### src/rtl/mips_multicycle_ctrl.sv
// ---------------------------------------------------------------------------
// mips_multicycle_ctrl
//
// Main control FSM for the multicycle MIPS datapath. One instruction at a
// time is walked through fetch / decode / execute / memory / writeback, and
// every datapath mux select and write enable is driven from here. The ALU
// decoder and the PC write-enable combine are embedded. FETCH, MEMRD and
// MEMWR hold until the shared memory handshake (mem_ready) completes.
//
// Ports:
//   clk         - clock, rising edge
//   reset       - synchronous, active-low reset
//   op, funct   - instruction[31:26] and instruction[5:0] from the IR
//   zero        - ALU zero flag (used only for beq)
//   mem_ready   - memory finished the current access this cycle
//   memtoreg    - writeback source (1 = data register, 0 = ALU out)
//   regdst      - destination register (1 = rd, 0 = rt)
//   iord        - memory address source (1 = ALU out, 0 = PC)
//   pcsrc       - next PC source (00 ALU result, 01 ALU out, 10 jump target)
//   alusrca     - ALU A source (1 = register A, 0 = PC)
//   alusrcb     - ALU B source (00 B, 01 +4, 10 imm, 11 imm<<2)
//   alucontrol  - ALU operation
//   irwrite, memwrite, regwrite, pcen - write enables
//   illegal_op  - one-cycle pulse in DECODE on an unsupported opcode
//   state       - current state, for debug
// ---------------------------------------------------------------------------
module mips_multicycle_ctrl (
    input  logic       clk,
    input  logic       reset,
    input  logic [5:0] op,
    input  logic [5:0] funct,
    input  logic       zero,
    input  logic       mem_ready,
    output logic       memtoreg,
    output logic       regdst,
    output logic       iord,
    output logic [1:0] pcsrc,
    output logic       alusrca,
    output logic [1:0] alusrcb,
    output logic [2:0] alucontrol,
    output logic       irwrite,
    output logic       memwrite,
    output logic       regwrite,
    output logic       pcen,
    output logic       illegal_op,
    output logic [3:0] state
);

    localparam logic [5:0] OP_RTYPE = 6'b000000;
    localparam logic [5:0] OP_LW    = 6'b100011;
    localparam logic [5:0] OP_SW    = 6'b101011;
    localparam logic [5:0] OP_BEQ   = 6'b000100;
    localparam logic [5:0] OP_ADDI  = 6'b001000;
    localparam logic [5:0] OP_J     = 6'b000010;

    typedef enum logic [3:0] {
        FETCH   = 4'd0,
        DECODE  = 4'd1,
        MEMADR  = 4'd2,
        MEMRD   = 4'd3,
        MEMWB   = 4'd4,
        MEMWR   = 4'd5,
        EXECUTE = 4'd6,
        ALUWB   = 4'd7,
        BRANCH  = 4'd8,
        ADDIEX  = 4'd9,
        ADDIWB  = 4'd10,
        JUMP    = 4'd11
    } state_t;

    // Moore control word. 'fetch' qualifies irwrite/pcwrite with mem_ready,
    // 'jump' is the unconditional PC write, 'branch' is gated by zero.
    typedef struct packed {
        logic       iord;
        logic       alusrca;
        logic [1:0] alusrcb;
        logic [1:0] aluop;
        logic [1:0] pcsrc;
        logic       memtoreg;
        logic       regdst;
        logic       memwrite;
        logic       regwrite;
        logic       branch;
        logic       jump;
        logic       fetch;
    } ctrl_t;

    state_t state_q, state_d;
    ctrl_t  ctl_q;

    function automatic ctrl_t decode_ctrl(input state_t s);
        ctrl_t c;
        c = '0;
        case (s)
            FETCH:   begin c.alusrcb = 2'b01; c.fetch = 1'b1; end
            DECODE:  c.alusrcb = 2'b11;
            MEMADR:  begin c.alusrca = 1'b1; c.alusrcb = 2'b10; end
            MEMRD:   c.iord = 1'b1;
            MEMWB:   begin c.memtoreg = 1'b1; c.regwrite = 1'b1; end
            MEMWR:   begin c.iord = 1'b1; c.memwrite = 1'b1; end
            EXECUTE: begin c.alusrca = 1'b1; c.aluop = 2'b10; end
            ALUWB:   begin c.regdst = 1'b1; c.regwrite = 1'b1; end
            BRANCH:  begin
                c.alusrca = 1'b1;
                c.aluop   = 2'b01;
                c.pcsrc   = 2'b01;
                c.branch  = 1'b1;
            end
            ADDIEX:  begin c.alusrca = 1'b1; c.alusrcb = 2'b10; end
            ADDIWB:  c.regwrite = 1'b1;
            JUMP:    begin c.pcsrc = 2'b10; c.jump = 1'b1; end
            default: ;
        endcase
        return c;
    endfunction

    function automatic logic supported(input logic [5:0] o);
        return (o == OP_LW) || (o == OP_SW) || (o == OP_RTYPE) ||
               (o == OP_BEQ) || (o == OP_ADDI) || (o == OP_J);
    endfunction

    // NOTE: every variable assigned in always_comb gets a default first;
    // a path that leaves it unassigned would infer a latch.
    always_comb begin
        state_d = FETCH;
        case (state_q)
            FETCH:   state_d = mem_ready ? DECODE : FETCH;
            DECODE: begin
                case (op)
                    OP_LW, OP_SW: state_d = MEMADR;
                    OP_RTYPE:     state_d = EXECUTE;
                    OP_BEQ:       state_d = BRANCH;
                    OP_ADDI:      state_d = ADDIEX;
                    OP_J:         state_d = JUMP;
                    default:      state_d = FETCH;
                endcase
            end
            MEMADR:  state_d = (op == OP_LW) ? MEMRD : MEMWR;
            MEMRD:   state_d = mem_ready ? MEMWB : MEMRD;
            MEMWB:   state_d = FETCH;
            MEMWR:   state_d = mem_ready ? FETCH : MEMWR;
            EXECUTE: state_d = ALUWB;
            ALUWB:   state_d = FETCH;
            BRANCH:  state_d = FETCH;
            ADDIEX:  state_d = ADDIWB;
            ADDIWB:  state_d = FETCH;
            JUMP:    state_d = FETCH;
            default: state_d = FETCH;
        endcase
    end

    // The control word is registered together with the state, decoded from
    // the state being entered, so the outputs come straight from flops.
    // NOTE: sequential state uses non-blocking assignments so every flop
    // samples pre-edge values regardless of statement order.
    always_ff @(posedge clk) begin
        if (!reset) begin
            state_q <= FETCH;
            ctl_q   <= decode_ctrl(FETCH);
        end else begin
            state_q <= state_d;
            ctl_q   <= decode_ctrl(state_d);
        end
    end

    // Output stage: everything is forced low while reset is held, so the
    // datapath sees no write even before the first reset edge.
    always_comb begin
        memtoreg   = 1'b0;
        regdst     = 1'b0;
        iord       = 1'b0;
        pcsrc      = 2'b00;
        alusrca    = 1'b0;
        alusrcb    = 2'b00;
        alucontrol = 3'b000;
        irwrite    = 1'b0;
        memwrite   = 1'b0;
        regwrite   = 1'b0;
        pcen       = 1'b0;
        illegal_op = 1'b0;
        state      = 4'd0;
        if (reset) begin
            memtoreg   = ctl_q.memtoreg;
            regdst     = ctl_q.regdst;
            iord       = ctl_q.iord;
            pcsrc      = ctl_q.pcsrc;
            alusrca    = ctl_q.alusrca;
            alusrcb    = ctl_q.alusrcb;
            memwrite   = ctl_q.memwrite;
            regwrite   = ctl_q.regwrite;
            irwrite    = ctl_q.fetch & mem_ready;
            pcen       = (ctl_q.fetch & mem_ready) | ctl_q.jump |
                         (ctl_q.branch & zero);
            illegal_op = (state_q == DECODE) && !supported(op);
            state      = state_q;
            case (ctl_q.aluop)
                2'b00: alucontrol = 3'b010;
                2'b01: alucontrol = 3'b110;
                2'b10: begin
                    case (funct)
                        6'b100000: alucontrol = 3'b010;
                        6'b100010: alucontrol = 3'b110;
                        6'b100100: alucontrol = 3'b000;
                        6'b100101: alucontrol = 3'b001;
                        6'b101010: alucontrol = 3'b111;
                        default:   alucontrol = 3'b010;
                    endcase
                end
                default: alucontrol = 3'b010;
            endcase
        end
    end

endmodule

### config.mk
export PLATFORM = sky130hd
export DESIGN_NAME = mips_multicycle_ctrl
export DESIGN_NICKNAME = d
export VERILOG_FILES = /design/src/rtl/mips_multicycle_ctrl.sv
export SDC_FILE = /design/constraint.sdc
export NUM_CORES = 1
export LEC_CHECK = 0
export ABC_AREA = 1
export BUFFER_PORTS_ARGS = -buffer_cell sky130_fd_sc_hd__buf_2
export CAP_MARGIN = 20
export CORE_MARGIN = 8
export CORE_UTILIZATION = 35
export CTS_CLUSTER_SIZE = 12
export DETAILED_ROUTE_END_ITERATION = 6
export SETUP_SLACK_MARGIN = 0.05
export SLEW_MARGIN = 20
export SYNTH_ARGS = -nofsm -noshare
export SYNTH_HDL_FRONTEND = slang
export SYNTH_SLANG_ARGS = --single-unit
### constraint.sdc
create_clock -name clk -period 3.6 [get_ports clk]
set_input_delay 0 -clock clk [delete_from_list [all_inputs] [get_ports clk]]
set_output_delay 0 -clock clk [all_outputs]
set_load 0.01 [all_outputs]
# Word-level counts from Yosys, hierarchy flattened
# Cells that the tools add are included.
totals:
  ff_bits: 19
  input_bits: 16
  out_inout_bits: 20
  elab_cells: 93
op_classes:
  eq_ne: 28
  n_mux: 33
  bitwise_logic: 4
  n_reduce_logical: 15
ops:
  columns: ["operator", "count"]
  rows:
  - ["== test 6 bit, second input constant", 6]
  - ["one-hot mux 4 bit (7 select lines)", 1]
  - ["== test 4 x 3 -> 1 bit, second input constant", 6]
  - ["== test 4 bit, second input constant", 5]
  - ["one-hot mux 4 bit (5 select lines)", 1]
  - ["2-to-1 mux 1 bit", 19]
  - ["== test 4 x 2 -> 1 bit, second input constant", 4]
  - ["2-to-1 mux 3 bit", 4]
  - ["one-hot mux 3 bit (4 select lines)", 1]
  - ["== test 4 x 1 -> 1 bit, second input constant", 2]
  - ["zero test 4 bit", 2]
  - ["one-hot mux 2 bit (2 select lines)", 2]
  - ["== test 6 x 2 -> 1 bit, second input constant", 1]
  - ["== test 6 x 3 -> 1 bit, second input constant", 1]
  - ["== test 6 x 4 -> 1 bit, second input constant", 1]
  - ["zero test 6 bit", 1]
  - ["one-hot mux 2 bit (3 select lines)", 1]
  - ["one-hot mux 3 bit (2 select lines)", 1]
  - ["OR reduction 2 bit", 3]
  - ["logical OR 1 bit", 5]
  - ["2-to-1 mux 2 bit", 2]
  - ["2-to-1 mux 4 bit", 1]
  - ["OR reduction 4 bit", 1]
  - ["OR reduction 3 bit", 1]
  - ["other kinds (6)", 8]

# Logic depth before layout (Yosys ltp)
# Gate-level depths: netlist (run 1).
depth:
  word_depth: 9
  depth_mapped: 12

# Least setup slack after synthesis (run 1)
# No wires, ideal clock.
synth_timing:
  path_type: "reg2reg"
  startpoint: "register state_q[0]"
  endpoint: "register ctl_q[13] (netlist bit)"
  setup_time_ns: 0.128
  arrival_time_ns: 1.168
  required_ns: 3.472
  setup_slack_ns: 2.304
  stages_incl_launch_ff: 10
  period_less_slack_ns: 1.296
  cell_sequence: "dfxtp_1 nand2_2 nor2_2 nand4_1 nand3_1 nor2_1 nand2_1 nand2_1 nor2_1 nor2_1"
synth_via:
  elab_chain_len: 5
  word_cells_on_any_way: 14
  classes_between: "eq/ne (10); mux (2); reduce/logical (2)"
synth_rtl:
  columns: ["item", "line", "source"]
  rows:
  - ["start: declaration", "88", "state_t state_q, state_d;"]
  - ["start signal: assignment", "161", "state_q <= state_d;"]
  - ["== test 4 bit (tied with other cells)", "126", "case (state_q)"]
  - ["one-hot mux 4 bit (7 select lines) (*)", "126", null]
  - ["== test 4 bit (tied with other cells)", "94", "case (s)"]
  - ["OR reduction 4 bit (no source line) (*)", null, null]
  - ["2-to-1 mux 1 bit (*)", "94", null]
  - ["end signal: assignment", "159", "ctl_q <= decode_ctrl(FETCH);"]
  - ["end signal: assignment", "162", "ctl_q <= decode_ctrl(state_d);"]
  - ["end: declaration", "89", "ctrl_t ctl_q;"]
# Mark *: on every way between the ends. The rest lies on a longest branch, timed or not.
# A chain may end at the register's enable or synchronous reset.

# Final worst setup path (run 1)
# Ends and elaborated chain as after synthesis.

==> results.md, run 1 <==
* GPL Wtd Cong at 0.793
* DRT Pass-1 Iters at 5
* Pwr dens at 269 nW/um2
* Fin area at 1300 um2
* Fin. Hold Viols at 0
* Starting Density at 0.359
* Post-DP HPWL at 2.10 mm
* Maximum VDD drop at 0.0967 mV
* Cell-internal power at 0.254 mW
* Worst setup SP type: register
* Yosys warns at 0
* First-pass GRT wire length at 4.20 mm
* Core Rows at 20
* CP Class: reg -> reg
* Fin nets at 234
* CP max FO at 5
* Logic gate share of total power at 0.152
* Post-layout min period at 1.62 ns
* Cell taking the most area after synthesis: dfxtp_1
* Max clock buf depth at 2
* Vias per cell at 4.42
* Synth async-reset ratio at 0
* Register area share after synthesis at 0.319
* Worst-Margin Slew at 0.389 ns
* Largest net degree at the start of global routing at 23
* Unrepaired setup endpoints after global routing: false
* Full die area at 5080 um2
* Largest cells by area after synthesis: dfxtp_1 (32%), nand2_1 (15%), inv_1 (13%), nor2_1 (8.4%), nand3_1 (7.5%)
* Worst Skew at 0.00628 ns
* PortBufs at 35
* GRT Util Overall at 0.0997
* Worst setup margin at 1.98 ns
* Ports at 36
* Max_cap viols at 0
* Total leakage power at 0.828 nW
* CTS Buf Count at 3
* H-tree levels at 1
* DP Cell Count at 244
* Final ANT Viol Nets at 0
* CTS tree: built
* Flops & latches, synth at 17
* Layout cells sized above 1 at 0.260
* Yosys cell types at 22
* Cells after synthesis at 179
* Status: finished, final reports clean
* Final period util at 0.449
* Final Slew Violations at 0
* DRT iter0 DRCs at 36
* Vias in the first global route at 1,015
* Number of gates resized after CTS at 0
* Die Height at 71.3 um
* Post-route insts no fill at 248
* Antenna violations before repair at 0
* Hold_ws at 0.0739 ns
* EDFF count, synth at 0
* CTS root buffer: clkbuf_4
* Commonest cells in the synthesized netlist: nand2_1 (42), inv_1 (37), nor2_1 (24)
* Overflow after GRT at 0
* Worst-Skew Late Latency at 0.29 ns
* Cell Area, Placed at 1270 um2
* CP Data Arrival Time at 1.79 ns
* # fillers at 345
* Worst hold path class: in -> reg
* Final setup violation count at 0
* Post-CTS Setup Bufs at 0
* Syn Std Cell Area at 1070 um2
* WL/cell at 10.3 um
* Sequential Power Share at 0.554
* Yosys top cell area share at 0.319
* Clock power share at 0.294
* DP Worst Slack at 2.02 ns
* Data required time of the worst path at 3.77 ns
* Slew headroom at 0.740
* Reg clk slew, reported paths at 0.10 ns
* Post-Synthesis Net Count at 197
* Mean area per synthesized cell at 5.97 um2
* Final TNS setup at 0 ns
* Post-route DRC at 0
* Ys flop type: dfxtp_1
* Worst Setup End Kind: register
* Sw Ratio at 0.273
* Core area at 2980 um2
* Final WL at 2.54 mm
* Ant. Diodes at 0
* Vias at 1,097
* Area Growth Syn to Fin at 21.7%
* Most common cell in the netlist: nand2_1
* Die width at 71.3 um
* FMAX at 618 MHz
* Clk sink count at 17
* # hold bufs at CTS at 0
* NetSw at 0.0954 mW
-- worst paths after layout --
path	to	cells past startpoint	start	slack, ns
worst max-delay path	ctl_q[13]$_SDFF_PN0_	9	state_q[0]$_SDFF_PN0_	1.98
worst max register to register	ctl_q[13]$_SDFF_PN0_	9	state_q[0]$_SDFF_PN0_	1.98
worst min register to register	ctl_q[6]$_SDFF_PN0_	4	state_q[1]$_SDFF_PN0_	0.64
worst min-delay path	ctl_q[0]$_SDFF_PN1_	2	reset	0.07
-- through the flow --
| step | utilization | power, mW |
|---|---|---|
| 6_report | 0.437 | 0.349 |
| 5_1_grt | 0.437 | 0.366 |
| 4_1_cts | 0.437 | 0.352 |
| 3_5_place_dp | 0.428 | 0.252 |
| 3_3_place_gp | 0.428 | 0.252 |
| 2_1_floorplan | - | 0.231 |
-- layout by cell type, fill, tap and decap left out --
cell type  synthesis  routed
clkbuf_4           0       3
clkbuf_1           3       1
o31ai_1            1       1
a31oi_1            2       2
clkinv_1           1       1
nand2_1           42      42
nor2_4             1       1
buf_2              0      35
nor2_2             3       3
a211oi_1           1       1
a21oi_1            4       4
nand3_1           16      16
or2_2              1       1
dfxtp_1           17      17
inv_1             37      37
nand3_2            2       2
ha_1               2       2
nand4_1            4       4
nor2_1            24      24
nor4_1             1       1
nor3_1             5       5
o21ai_1            1       1
nand2_2            6       6
inv_2              5       5
-- worst max-delay path, stage by stage, from the launching register on --
cell and delay (ns):
dfxtp_1 0.44, nand2_2 0.11, nor2_2 0.21, nand4_1 0.23, nand3_1 0.19, nor2_1 0.07
nand2_1 0.08, nand2_1 0.05, nor2_1 0.08, nor2_1 0.04
-- registers in the layout (all words and copies together), names as in the netlist --
name     flops
ctl_q       13
state_q      4
-- final cells by class --
cell class	count	area, um2	share of cell area
clock buffers	4	26.3	0.0202
inverters	43	161	0.124
multi-input cells	116	556	0.427
flip-flops and latches	17	340	0.262
well taps	33	41.3	0.0318
repair buffers	35	175	0.135
-- power groups by stage --
stage / Clock, mW / Combinational, mW / Sequential (mW)
global route: 0.111 / 0.0605 / 0.194
detailed placement: 0 / 0.0536 / 0.198
finish: 0.103 / 0.0529 / 0.194
CTS: 0.105 / 0.0539 / 0.194
floorplan: 0 / 0.0336 / 0.198
global placement: 0 / 0.0539 / 0.198
-- logic make-up (layout without fill, tap and decap cells) --
| kind of cell | Yosys count | count (layout) | share of synthesized area |
|---|---|---|---|
| AOI/OAI and AO/OA | 9 | 9 | 0.0492 |
| adders and majority gates | 2 | 2 | 0.0234 |
| and+or+nand+nor | 105 | 105 | 0.447 |
| DFF | 17 | 17 | 0.319 |
| buffers and inverters | 46 | 82 | 0.162 |
-- layer usage --
metal / vias to the layer above / global-route usage / wire length (um)
li1: 617 / - / -
met1: 445 / 0.113 / 1190
met2: 31 / 0.167 / 1120
met3: 4 / 0.0293 / 198
met4: 0 / 0.0462 / 35
met5: - / 0 / 0
(Power assumes the default switching activity.)
==> run 2, diff against run 1 <==
clock period = 1.5 ns   (was 3.6 ns; I/O delays follow)
==> results.md, run 2 (synthesis gave the netlist of run 1 again) <==
* Worst hold path class: in -> reg
* Fin. Hold Viols at 0 (unchanged)
* Core Rows at 20 (unchanged)
* Total leakage power at 0.879 nW (+6.2%)
* Slew headroom at 0.744 (+0.00373)
* Ant. Diodes at 0 (unchanged)
* Sw Ratio at 0.279 (+0.00553)
* Most frequent cells in the layout: nand2_1 (42), inv_1 (35), buf_2 (35)
* Worst Setup End Kind: register
* Most flop-heavy register: ctl_q
* Status: finished, final reports clean
* Max_cap viols at 0 (unchanged)
* WL/cell at 10.8 um (+5.7%)
* Crit path capture: ctl_q[13]$_SDFF_PN0_
* Reg2reg end: ctl_q[13]$_SDFF_PN0_
* GR peak layer: met2
* Top cell by count, worst path: nor2_1
* CP max FO at 5 (unchanged)
* Antenna violations before repair at 0 (unchanged)
* Worst setup SP type: register
* CP Data Arrival Time at 1.56 ns (-0.23 ns)
* Slowest stage delay, CP at 0.36 ns (-0.08 ns)
* R2R Setup Slk at 0.12 ns (-1.87 ns)
* DRT iter0 DRCs at 32 (-11%)
* Starting Density at 0.359 (unchanged)
* Vias in the first global route at 1,085 (+6.9%)
* GPL Wtd Cong at 0.817 (+3.0%)
* CP Class: reg -> reg
* Met2 Use GR at 0.186 (+0.0184)
* Final WL at 2.76 mm (+8.3%)
* DRT Pass-1 Iters at 4 (-1)
* Die Height at 71.3 um (unchanged)
* Final period util at 0.922 (+0.473)
* First-pass GRT wire length at 4.48 mm (+6.7%)
* CTS root buffer: clkbuf_4
* Final Slew Violations at 0 (unchanged)
* PortBufs at 35 (unchanged)
* CTS tree: built
* Post-route insts no fill at 254 (+2.4%)
* Full die area at 5080 um2 (unchanged)
* Unrepaired setup endpoints after global routing: true
* GRT met3 Usage at 0.0181 (-0.0112)
* Post-layout min period at 1.38 ns (-0.234 ns)
* DP Cell Count at 246 (+0.82%)
* Clock power share at 0.286 (-0.008)
* Crit-path cells: inv_2, nor2_1, nand3_1, nand2_1, nor2_2, nand2_2, inv_2, nand3_1, nand2_1, nor2_1, nor2_1
* Post-DP HPWL at 2.10 mm (+0.10%)
* GRT Util Overall at 0.106 (+0.00606)
* Logic gate share of total power at 0.168 (+0.016)
* Worst Skew at 0.000425 ns (-0.00586 ns)
* CP startpoint: state_q[2]$_SDFF_PN0_
* Final ANT Viol Nets at 0 (unchanged)
* Worst-Margin Slew at 0.383 ns (-0.00558 ns)
* Max clock buf depth at 2 (unchanged)
* NetSw at 0.235 mW (+150%)
* Worst-Skew Late Latency at 0.29 ns (about the same)
* Biggest regs: ctl_q x13, state_q x4
* Clk sink count at 17 (unchanged)
* Die width at 71.3 um (unchanged)
* Layout cells sized above 1 at 0.367 (+0.106)
* FMAX at 723 MHz (+17%)
* Maximum VDD drop at 0.213 mV (+120%)
* RR Startpoint: state_q[2]$_SDFF_PN0_
* Hold_ws at 0.136 ns (+0.0626 ns)
* Reg clk slew, reported paths at 0.09 ns (about the same)
* Largest net degree at the start of global routing at 22 (-4.3%)
* Post-route DRC at 0 (unchanged)
* Final setup violation count at 0 (unchanged)
* GR met1 Demand/Resource at 0.119 (+0.00560)
* Cell-internal power at 0.609 mW (+140%)
* # fillers at 318 (-7.8%)
* Largest register FFs at 13 (unchanged)
* CTS Buf Count at 3 (unchanged)
* H-tree levels at 1 (unchanged)
* Ports at 36 (unchanged)
* Crit-path slowest cell: dfxtp_2
* Worst Reg-to-Reg Cells at 11 (+2)
* Overflow after GRT at 0 (unchanged)
* Vias at 1,161 (+5.8%)
* Vias per cell at 4.57 (+3.3%)
* Area Growth Syn to Fin at 34.9%
* Data required time of the worst path at 1.68 ns (-2.09 ns)
* Fin nets at 240 (+2.6%)
* Pwr dens at 586 nW/um2 (+120%)
* Core area at 2980 um2 (unchanged)
* Commonest non-fill, non-tap cell in the layout: nand2_1
* Sequential Power Share at 0.546 (-0.008)
run 2: repair_timing:
| action | in CTS | in global routing |
|---|---|---|
| pin swaps | 0 | 9 |
| endpoints found under the setup margin | 5 | 11 |
| setup buffers | 2 | 2 |
| hold endpoints to repair | 0 | 0 |
| hold buffers | 0 | 0 |
| gates resized for setup | 2 | 24 |
run 2: layout make-up:
| class | count | area (um2) | area share |
|---|---|---|---|
| multi-input cells | 116 | 634 | 0.440 |
| inverters | 43 | 164 | 0.114 |
| flip-flops and latches | 17 | 354 | 0.246 |
| clock buffers | 3 | 22.5 | 0.0156 |
| well taps | 33 | 41.3 | 0.0286 |
| repair buffers | 41 | 220 | 0.153 |
| clock inverters | 1 | 5.00 | 0.00347 |
run 2: worst max-delay path, delay by kind of cell (launching register included):
kind | cells | cell delay (ns)
buffers and inverters | 2 | 0.13
and+or+nand+nor | 9 | 0.78
DFF | 1 | 0.36
run 2: per-stage QoR:
| stage | total power, mW | cell area [um2] | setup slack, ns | util | setup TNS, ns |
|---|---|---|---|---|---|
| final | 0.844 | 1440 | 0.116 | 0.484 | 0 |
| after floorplan | 0.555 | 1070 | 0.204 | - | 0 |
| after global routing | 0.901 | 1440 | -0.0271 | 0.484 | -0.0271 |
| after detailed placement | 0.610 | 1290 | -0.0649 | 0.433 | -0.0856 |
| after global placement | 0.609 | 1290 | -0.0936 | 0.433 | -0.140 |
| after CTS | 0.853 | 1330 | 0.0473 | 0.448 | 0 |
run 2: how the worst min path moves through the flow:
stage                     depth (start not counted)  slack [ns]      start             endpoint
after detailed placement                          4        0.37  mem_ready              irwrite
after global routing                              3        0.15      reset  ctl_q[0]$_SDFF_PN1_
after CTS                                         3        0.13      reset  ctl_q[0]$_SDFF_PN1_
final                                             3        0.14      reset  ctl_q[6]$_SDFF_PN0_
after floorplan                                   2        0.11  mem_ready              irwrite
after global placement                            4        0.37  mem_ready              irwrite
run 2: power by group through the flow:
stage	clock network [mW]	registers, mW	logic (mW)
final	0.241	0.461	0.142
after global routing	0.279	0.463	0.160
after CTS	0.253	0.465	0.136
after detailed placement	0	0.475	0.135
after global placement	0	0.475	0.134
after floorplan	0	0.474	0.0807
run 2: metal layers:
| metal | vias to the layer above | wire (um) |
|---|---|---|
| met3 | 2 | 134 |
| li1 | 628 | - |
| met1 | 506 | 1260 |
| met5 | - | 0 |
| met4 | 0 | 21 |
| met2 | 25 | 1340 |
==> run 3, diff against run 2 <==
CORE_MARGIN = not set   (was 8)
SETUP_SLACK_MARGIN = 0.3   (was 0.05)
==> results.md, run 3 (synthesis gave the netlist of run 1 again) <==
* Status: complete, but fails checks
* Failing checks: DRC
* Sw Ratio at 0.273 (-0.00575)
* Clk sink count at 17 (unchanged)
* Worst Reg-to-Reg Cells at 10 (-1)
* Reg clk slew, reported paths at 0.09 ns (about the same)
* Clock power share at 0.270 (-0.016)
* Largest net degree at the start of global routing at 23 (+4.5%)
* Fin nets at 251 (+4.6%)
* Post-route insts no fill at 263 (+3.5%)
* Final WL at 2.76 mm (+0.33%)
* Most flop-heavy register: ctl_q
* Sequential Power Share at 0.542 (-0.004)
* Final ANT Viol Nets at 0 (unchanged)
* Core area at 2830 um2 (-5.0%)
* Area Growth Syn to Fin at 47.4%
* Overall Power at 0.850 mW (+0.70%)
* Data required time of the worst path at 1.66 ns (-0.02 ns)
* Die width at 57.3 um (-20%)
* WL/cell at 10.5 um (-3.1%)
* PortBufs at 35 (unchanged)
* NetSw at 0.232 mW (-1.4%)
* CP max FO at 5 (unchanged)
* Most frequent cells in the layout: nand2_1 (38), inv_1 (35), buf_2 (35)
* Unrepaired setup endpoints after global routing: true
* CTS Buf Count at 3 (unchanged)
* Vias in the first global route at 1,132 (+4.3%)
* DP Cell Count at 242 (-1.6%)
* Final setup violation count at 0 (unchanged)
* Worst-Skew Late Latency at 0.28 ns (about the same)
* Ant. Diodes at 0 (unchanged)
* Fin. Hold Viols at 0 (unchanged)
* CTS root buffer: clkbuf_4
* Total leakage power at 0.957 nW (+8.8%)
* DRT iter0 DRCs at 63 (+97%)
* First-pass GRT wire length at 4.54 mm (+1.4%)
* Post-DP HPWL at 1.87 mm (-11%)
* Post-route DRC at 3 (+3)
* Vias per cell at 4.68 (+2.3%)
* Slew headroom at 0.716 (-0.0285)
* Worst setup SP type: register
* Worst hold path class: in -> reg
* Worst Skew at 0.00288 ns (+0.00246 ns)
* Worst-Margin Slew at 0.427 ns (+0.0432 ns)
* H-tree levels at 1 (unchanged)
* CP Data Arrival Time at 1.59 ns (+0.03 ns)
* Layout cells sized above 1 at 0.444 (+0.0774)
* Overflow after GRT at 0 (unchanged)
* Largest register FFs at 13 (unchanged)
* Max clock buf depth at 2 (unchanged)
* Commonest non-fill, non-tap cell in the layout: nand2_1
* Cell-internal power at 0.618 mW (+1.5%)
* # fillers at 265 (-17%)
* Biggest regs: ctl_q x13, state_q x4
* Vias at 1,230 (+5.9%)
* CTS tree: built
* Hold_ws at 0.106 ns (-0.0304 ns)
* RR Startpoint: state_q[2]$_SDFF_PN0_
* Die Height at 57.3 um (-20%)
* Maximum VDD drop at 0.567 mV (+170%)
* R2R Setup Slk at 0.07 ns (-0.05 ns)
* CP Class: reg -> reg
* Worst hold start: reset
* GPL Wtd Cong at 0.821 (+0.43%)
* DRT Pass-1 Iters at 6 (+2)
* Final Slew Violations at 0 (unchanged)
* Worst Hold End: ctl_q[0]$_SDFF_PN1_
* GRT Util Overall at 0.178 (+0.0722)
* Antenna violations before repair at 0 (unchanged)
* Worst Setup End Kind: register
* Worst Hold Path Cells at 2 (-1)
* Logic gate share of total power at 0.188 (+0.020)
* Core Rows at 19 (-5.0%)
* Full die area at 3280 um2 (-35%)
* Starting Density at 0.378 (+0.0189)
* Reg2reg end: ctl_q[11]$_SDFF_PN1_
* FMAX at 698 MHz (-3.5%)
* Final period util at 0.956 (+0.0331)
* Max_cap viols at 0 (unchanged)
* Ports at 36 (unchanged)
* # hold bufs at CTS at 0 (unchanged)
* Post-layout min period at 1.43 ns (+0.0497 ns)
* Pwr dens at 540 nW/um2 (-7.9%)
[run 3: routing by layer]
metal / wire (um) / vias up / GRT usage / part of all wire
met5: 0 / - / 0 / 0
met4: 17 / 0 / 0.0314 / 0.0062
met3: 169 / 4 / 0.0499 / 0.061
met2: 1450 / 37 / 0.341 / 0.52
met1: 1130 / 542 / 0.196 / 0.41
li1: - / 647 / - / -
[run 3: layout make-up]
type | count | area, um2 | share of cell area
clock buffer | 3 | 22.5 | 0.0143
tap | 31 | 38.8 | 0.0246
inverter | 43 | 171 | 0.109
multi-input combinational | 116 | 671 | 0.426
sequential | 17 | 357 | 0.226
clock inverter | 1 | 5.00 | 0.00318
timing repair buffer | 52 | 310 | 0.197
[run 3: repair_timing]
action,4_1_cts,5_1_grt
gates resized for setup,24,11
setup endpoints to repair,14,19
pin swaps,14,8
buffers inserted,13,4
cloned,0,0
[run 3: how the worst max path moves through the flow]
stage                     cells after the start  slack [ns]                   from              endpoint
final                                        10        0.07  state_q[2]$_SDFF_PN0_  ctl_q[11]$_SDFF_PN1_
after global routing                         12       -0.05  state_q[0]$_SDFF_PN0_  ctl_q[13]$_SDFF_PN0_
after CTS                                    11        0.12  state_q[2]$_SDFF_PN0_  ctl_q[13]$_SDFF_PN0_
after detailed placement                     10        0.05  state_q[1]$_SDFF_PN0_  ctl_q[13]$_SDFF_PN0_
after global placement                       10        0.07  state_q[1]$_SDFF_PN0_  ctl_q[13]$_SDFF_PN0_
after floorplan                              10        0.27  state_q[3]$_SDFF_PN0_  ctl_q[13]$_SDFF_PN0_
[run 3: per-stage QoR]
stage / setup TNS (ns) / utilization / setup slack (ns) / cell area (um2)
after floorplan: 0 / - / 0.274 / 1090
after global placement: 0 / 0.458 / 0.0712 / 1300
after detailed placement: 0 / 0.458 / 0.0486 / 1300
after CTS: 0 / 0.533 / 0.120 / 1510
after global routing: -0.0525 / 0.557 / -0.0473 / 1580
final: 0 / 0.557 / 0.0667 / 1580
[run 3: power by group through the flow]
stage	clock network, mW	registers (mW)	logic, mW
final	0.229	0.460	0.160
after global routing	0.266	0.462	0.180
after CTS	0.237	0.462	0.143
after detailed placement	0	0.476	0.131
after global placement	0	0.476	0.129
after floorplan	0	0.475	0.0841
[run 3: critical path, cell delays in order (launching register included)]
cell and delay [ns]:
dfxtp_4 0.40, inv_6 0.05, nor2_4 0.14, nand3_2 0.11, nand2_1 0.09, nor2_2 0.04, nand2_2 0.14, inv_4 0.07
buf_4 0.14, nand3_2 0.08, nand3_2 0.06
